--- src/rtl/ram_fifo_ctrl.sv ---
// ram_fifo_ctrl: FIFO controller driving a single-port synchronous RAM.
// Reads take priority over writes on the shared RAM port. The head word is
// fetched into a registered PopData/PopValid output stage.
// Optional feature: define RAM_FIFO_CTRL_CLEAR_EN to add a synchronous Clear
// input that flushes the FIFO contents while retaining PopData.
module ram_fifo_ctrl #(
   parameter int DATA_WIDTH = 8,
   parameter int ADDR_WIDTH = 8
) (
   input  logic                  Clk,
   input  logic                  Reset,
`ifdef RAM_FIFO_CTRL_CLEAR_EN
   input  logic                  Clear,
`endif
   input  logic                  PushValid,
   output logic                  PushReady,
   input  logic [DATA_WIDTH-1:0] PushData,
   output logic                  PopValid,
   input  logic                  PopReady,
   output logic [DATA_WIDTH-1:0] PopData,
   output logic [ADDR_WIDTH:0]   Count,
   output logic                  Full,
   output logic                  Empty,
   output logic [ADDR_WIDTH-1:0] RamAddr,
   output logic                  RamWrite,
   output logic [DATA_WIDTH-1:0] RamInput,
   input  logic [DATA_WIDTH-1:0] RamOutput
);

   localparam int COUNT_W = ADDR_WIDTH + 1;
   localparam int DEPTH   = 1 << ADDR_WIDTH;

   typedef enum logic {IDLE, FETCH} state_t;

   state_t              state;
   logic [ADDR_WIDTH-1:0] wr_ptr;
   logic [ADDR_WIDTH-1:0] rd_ptr;
   logic [COUNT_W-1:0]    mem_count;
   logic                  flush;
   logic                  rd_issue;
   logic                  push_fire;
   logic                  pop_fire;

`ifdef RAM_FIFO_CTRL_CLEAR_EN
   assign flush = Reset || Clear;
`else
   assign flush = Reset;
`endif

   // A RAM read is started whenever the output stage is (or is about to be) free.
   assign rd_issue  = (state == IDLE) && (mem_count != '0) && (!PopValid || PopReady) && !flush;
   assign PushReady = !Full && !rd_issue && !flush;
   assign push_fire = PushValid && PushReady;
   assign pop_fire  = PopValid && PopReady;

   // Status flags derived from registered state only.
   assign Full  = (mem_count == COUNT_W'(DEPTH));
   assign Count = mem_count + COUNT_W'(state == FETCH) + COUNT_W'(PopValid);
   assign Empty = (Count == '0);

   // RAM port steering: the read address wins in an issue cycle, otherwise the write address.
   always_comb begin
      RamWrite = push_fire;
      RamInput = PushData;
      RamAddr  = wr_ptr;
      if (rd_issue) begin
         RamAddr = rd_ptr;
      end
   end

   // Pointer, occupancy, fetch state and output register updates.
   always_ff @(posedge Clk) begin
      if (Reset) begin
         wr_ptr    <= '0;
         rd_ptr    <= '0;
         mem_count <= '0;
         state     <= IDLE;
         PopValid  <= 1'b0;
         PopData   <= '0;
`ifdef RAM_FIFO_CTRL_CLEAR_EN
      end else if (Clear) begin
         wr_ptr    <= '0;
         rd_ptr    <= '0;
         mem_count <= '0;
         state     <= IDLE;
         PopValid  <= 1'b0;
`endif
      end else begin
         if (push_fire) begin
            wr_ptr    <= wr_ptr + ADDR_WIDTH'(1);
            mem_count <= mem_count + COUNT_W'(1);
         end else if (rd_issue) begin
            mem_count <= mem_count - COUNT_W'(1);
         end

         if (rd_issue) begin
            rd_ptr <= rd_ptr + ADDR_WIDTH'(1);
         end

         case (state)
            IDLE: begin
               if (rd_issue) begin
                  state <= FETCH;
               end
               if (pop_fire) begin
                  PopValid <= 1'b0;
               end
            end
            FETCH: begin
               PopData  <= RamOutput;
               PopValid <= 1'b1;
               state    <= IDLE;
            end
            default: state <= IDLE;
         endcase
      end
   end

endmodule
--- config.mk ---
export PLATFORM = sky130hd
export DESIGN_NAME = ram_fifo_ctrl
export DESIGN_NICKNAME = d
export VERILOG_FILES = /design/src/rtl/ram_fifo_ctrl.sv
export SDC_FILE = /design/constraint.sdc
export NUM_CORES = 1
export LEC_CHECK = 0
export CAP_MARGIN = 20
export CORE_MARGIN = 5
export CORE_UTILIZATION = 50
export CTS_BUF_LIST = sky130_fd_sc_hd__clkbuf_4
export CTS_CLUSTER_SIZE = 12
export DETAILED_ROUTE_END_ITERATION = 8
export HOLD_SLACK_MARGIN = 0.12
export PLACE_DENSITY = 0.82
export SKIP_LAST_GASP = 1
export SLEW_MARGIN = 20
export SYNTH_ARGS = -nofsm -noshare
export SYNTH_HDL_FRONTEND = slang
export SYNTH_SLANG_ARGS = --single-unit
export TNS_END_PERCENT = 50
--- constraint.sdc ---
create_clock -name Clk -period 3.05 [get_ports Clk]
set_input_delay 0.61 -clock Clk [delete_from_list [all_inputs] [get_ports Clk]]
set_output_delay 0.61 -clock Clk [all_outputs]
set_load 0.03 [all_outputs]
Word-level counts from Yosys, hierarchy flattened
Index checks and enable logic that the tools add are counted.

$add $sub $neg: 6. Eq/ne operators: 2. Muxes and demuxes: 7. Bitwise logic cells: 1. Reduce and logical (&&, ||, !) cells: 15.

Operators by type and width (number): $add A9 B1 Y9 (2); $mux W9 (2); $add A8 B1 Y8 const B (2); $add A9 B1 Y9 const B (1); $eq A9 B9 Y1 const B (1); $logic_not A9 Y1 (1); $reduce_bool A9 Y1 (1); $sub A9 B1 Y9 const B (1); $mux W8 (1); $logic_and A1 B1 Y1 (7); $logic_not A1 Y1 (4); $pmux W1 S2 (2); $mux W1 (2); $ne A2 B2 Y1 const B (1); $reduce_bool A2 Y1 (1); $logic_or A1 B1 Y1 (1); $not A1 Y1 (1).

Register bits: 35. Bits of input ports: 20. Output and inout port bits: 38. Word-level logic and storage cells: 37.

Logic depth before layout (Yosys ltp)
Depth in word-level cells: 9. Mapped depth: 11. Mapped depth without buffers: 9.

Worst setup path after synthesis
No wires, ideal clock.

Kind: reg2out. Start point: reg PopValid. End point: out Empty. Arrival: 2.538 ns. Data required time: 2.440 ns. Path slack: -0.098 ns. Stages on the path, launching flop included: 8. Path buffers: 0. Cell sequence: dfxtp_1 > inv_1 > fa_1 > nand3b_1 > xnor2_1 > or4_1 > nor4_1 > and2_1.

Cells in the longest elaborated chain, start to end: 2.

Ends and longest elaborated chain: start, declared (line 18) `output logic PopValid,`; start signal, assigned (line 78) `PopValid <= 1'b0;`; start signal, assigned (line 106) `PopValid <= 1'b0;`; start signal, assigned (line 111) `PopValid <= 1'b1;`; $add A9 B1 Y9 (line 58) `assign Count = mem_count + COUNT_W'(state == FETCH) + COUNT_W'(PopValid);`; via Count[3] (line 21) `output logic [ADDR_WIDTH:0] Count,`; $logic_not A9 Y1 (line 59) `assign Empty = (Count == '0);`; end, declared (line 23) `output logic Empty,`.

The timed path passes the listed nets, and every way through them passes these cells.

Worst setup path in the final report
Start point: reg PopValid. End point: out Empty.

Cells in the longest elaborated chain, start to end: 2.

Ends and longest elaborated chain (line): $add A9 B1 Y9 (58); $logic_not A9 Y1 (59).

No other way between the ends.

==> run_results.csv <==
group,metric,value,unit
cts,clkTransAtPathRegs,120,ps
drt,vias,2099,
cts,cts.htree.levels,2,
sta,max-slew-margin-rel,0.732,
cts,cts_tree,"yes",
grt,grt_pass1_wl,8670,µm
cts,worstSkewPairLatency,350,ps
setup_path,cp-end-kind,"primary output",
power_and_ir_drop,switchingPower,1430,µW
grt,track_usage,0.175,
finish,finalNonFillerCells,375,
die,dieArea,0.00590,mm²
logic_synthesis,syn_area,0.00223,mm²
power_and_ir_drop,p_sw_frac,0.451,
finish,final_common_cell,"buf_4",
sta,fin_ws,-7.78,ps
sta,hold_viol,0,
power_and_ir_drop,p_total,3170,µW
logic_synthesis,synth_nets,301,
logic_synthesis,synth_xor_area_frac,0.0706,
drt,drt_wl_total,5320,µm
setup_path,path_cells,"inv_1 -> fa_2 -> nand3b_1 -> xnor2_1 -> or4_4 -> nor4_4 -> and2_4 -> buf_6",
worst_hold_path,hold_path.class,"flip-flop to flip-flop",
power_and_ir_drop,p_comb_frac,0.645,
logic_synthesis,postSynthCellCount,269,
cts,clockBufferDepth,2,
setup_path,cp_top_family,"simple AND/OR/NAND/NOR gates",
finish,diodes,0,
status,violations,"negative setup slack",
logic_synthesis,yosys.area_share.adder,0.0739,
setup_path,path_max_fanout,2,
cts,numCtsBuffers,5,
setup_path,crit_slowest_cell,"or4_4",
sta,min_period,3060,ps
die,dieWidth,76.8,µm
finish,drive_gt1_frac,0.217,
logic_synthesis,synth_top_family_by_area,"simple AND/OR/NAND/NOR gates",
placement,place_inst,365,
cts,holdBufCountCts,0,
setup_path,reg2reg_depth,9,
grt,antenna_found_initial,0,
logic_synthesis,synthTopCellsByArea,"dfxtp_1, nor2_1, ha_1",
setup_path,crit_path_start_kind,"flip-flop",
placement,port_buffers,41,
die,ioPinCount,58,
finish,fill_cells,360,
worst_hold_path,holdPathStages,2,
power_and_ir_drop,power_density,1100,mW/mm²
drt,drt_iter0_drc,107,
grt,first_global_vias,1930,
logic_synthesis,yosysWarnings,0,
run,drv_cap,0,
power_and_ir_drop,seqPwrFrac,0.221,
status,status,"complete, but fails checks",
drt,drt_pass1_iterations,4,
sta,fin_skew,15.8,ps
cts,root_buffer,"clkbuf_4",
sta,worst_slew_pin_slew,403,ps
drt,routed_via_density,5.60,
logic_synthesis,synth-compound-area-share,0.151,
logic_synthesis,synth.distinct_cells,40,
logic_synthesis,synth_top_area_share,0.314,
drt,antenna_left,0,
grt,grt_max_degree,36,
placement,dp_hpwl,3980,µm
die,start_util,0.513,
drt,drc,0,
power_and_ir_drop,pwr-share-clk,0.134,
grt,grt.overflow.total,0,
setup_path,critPathMaxStageDelay,510,ps
die,die_h,76.8,µm
sta,max_freq,0.327,GHz
die,rows,24,
power_and_ir_drop,vdd_drop_max,472,µV
setup_path,worst_ep_arrival_time,2450,ps
logic_synthesis,synth_largest_area_cell,"dfxtp_1",
logic_synthesis,yosysSeqAreaShare,0.314,
logic_synthesis,synth_area_per_cell,8.30,µm²
die,design.core.area,0.00435,mm²
logic_synthesis,synth.area.mux_share,0.0846,
power_and_ir_drop,p_int,1740,µW
setup_path,path_buf_inv,2,
logic_synthesis,synthSimpleGateAreaFrac,0.239,
cts,cts_sinks,35,
drt,wl_per_cell,14.2,µm
sta,min_period_over_period,1.00,
finish,area_delta_synth_final,29.0,%
power_and_ir_drop,p_leak,0.00117,µW
setup_path,crit_cells,8,
sta,slew_violations,0,
sta,rsz0062_at_grt,"yes",
placement,gp_congestion,0.921,
setup_path,crit_type,"flip-flop to primary output",
finish,fin_nets,354,
sta,setup_violations,1,
setup_path,required,2440,ps
logic_synthesis,ys_ff_latch,35,
finish,final_cell_mix,"buf_4, nor2_1, dfxtp_1, clkdlybuf4s50_1, o21ai_0",
-- routing by layer --
layer | track usage | vias to the layer above | part of all wire
met1 | 0.217 | 973 | 0.44
met2 | 0.292 | 67 | 0.48
met4 | 0.0490 | 0 | 0.0096
met3 | 0.0539 | 9 | 0.074
met5 | 0 | - | 0
li1 | - | 1050 | -
-- path summary, 6_finish.rpt --
check	end	slack, ps	startpoint
setup / recovery	Empty	-8	PopValid
hold / removal	wr_ptr[5]	490	wr_ptr[5]
setup reg to reg	mem_count[6]	180	mem_count[5]
hold reg to reg	wr_ptr[5]	490	wr_ptr[5]
-- cells by family after synthesis --
family                   after synthesis
AND/OR/NAND/NOR                      103
AO/OA/AOI/OAI                         52
flip-flops                            35
buffers and inverters                 31
XOR/XNOR                              18
multiplexers                          18
adder cells (fa/ha/maj)               12
-- flip-flops by register name, indices dropped and copies added (netlist names) --
name	count
PopData	8
mem_count	9
wr_ptr	8
PopValid	1
rd_ptr	8
state	1
-- timing repair --
action / in CTS / in global routing
gates resized for setup: 8 / 3
pin swaps: 1 / 1
endpoints found under the setup margin: 1 / 2
setup buffers: 2 / 0
-- area by class of cell --
class,count,area [µm²],share of cell area
Multi-Input combinational cell,203,1410,0.490
Sequential cell,35,707,0.245
Timing Repair Buffer,64,544,0.189
Clock inverter,3,67.6,0.0234
Tap cell,52,65.1,0.0226
Inverter,13,48.8,0.0169
Clock buffer,5,37.5,0.0130
-- power groups by stage --
| stage | Clock [µW] | Combinational [µW] | Sequential, µW |
|---|---|---|---|
| after CTS | 435 | 2000 | 699 |
| final | 426 | 2050 | 702 |
| after detailed placement | 0 | 1950 | 705 |
| after global routing | 452 | 2240 | 717 |
| after global placement | 0 | 1910 | 703 |
| after floorplan | 0 | 1320 | 742 |
-- stage by stage --
stage | cell area, µm² | TNS [ps] | hold WS [ps] | utilization | setup WS [ps]
after global routing | 2880 | -149 | 502 | 0.662 | -134
after CTS | 2860 | -118 | 493 | 0.657 | -118
after floorplan | 2240 | 0 | 452 | - | 88.2
after detailed placement | 2730 | -481 | 476 | 0.626 | -139
final | 2880 | -7.78 | 492 | 0.662 | -7.78
after global placement | 2730 | -228 | 461 | 0.626 | -88.5
-- Yosys cell counts, drive strengths merged --
cell	instances
o31ai	2
a21oi	13
ha	10
a31oi	2
nand3b	2
and3	2
nand2b	5
nand3	15
mux2	7
nor3	7
and2	3
dfxtp	35
mux2i	11
nor4	4
nor2	36
xnor2	7
fa	2
nand2	16
or4	3
o21ai	17
buf	13
a32o	1
clkbuf	5
inv	13
a21o	3
o211ai	4
a211oi	7
a211o	1
nor2b	2
o2111ai	1
or4b	1
o311ai	1
or3	5
xor2	11
nand4	2
-- worst min-delay path: cells and delay by family, from the launching register on --
kind           cells  cell delay [ps]
AO/OA/AOI/OAI      2              120
flip-flops         1              330
No activity file was read; power rests on OpenSTA's default activity.
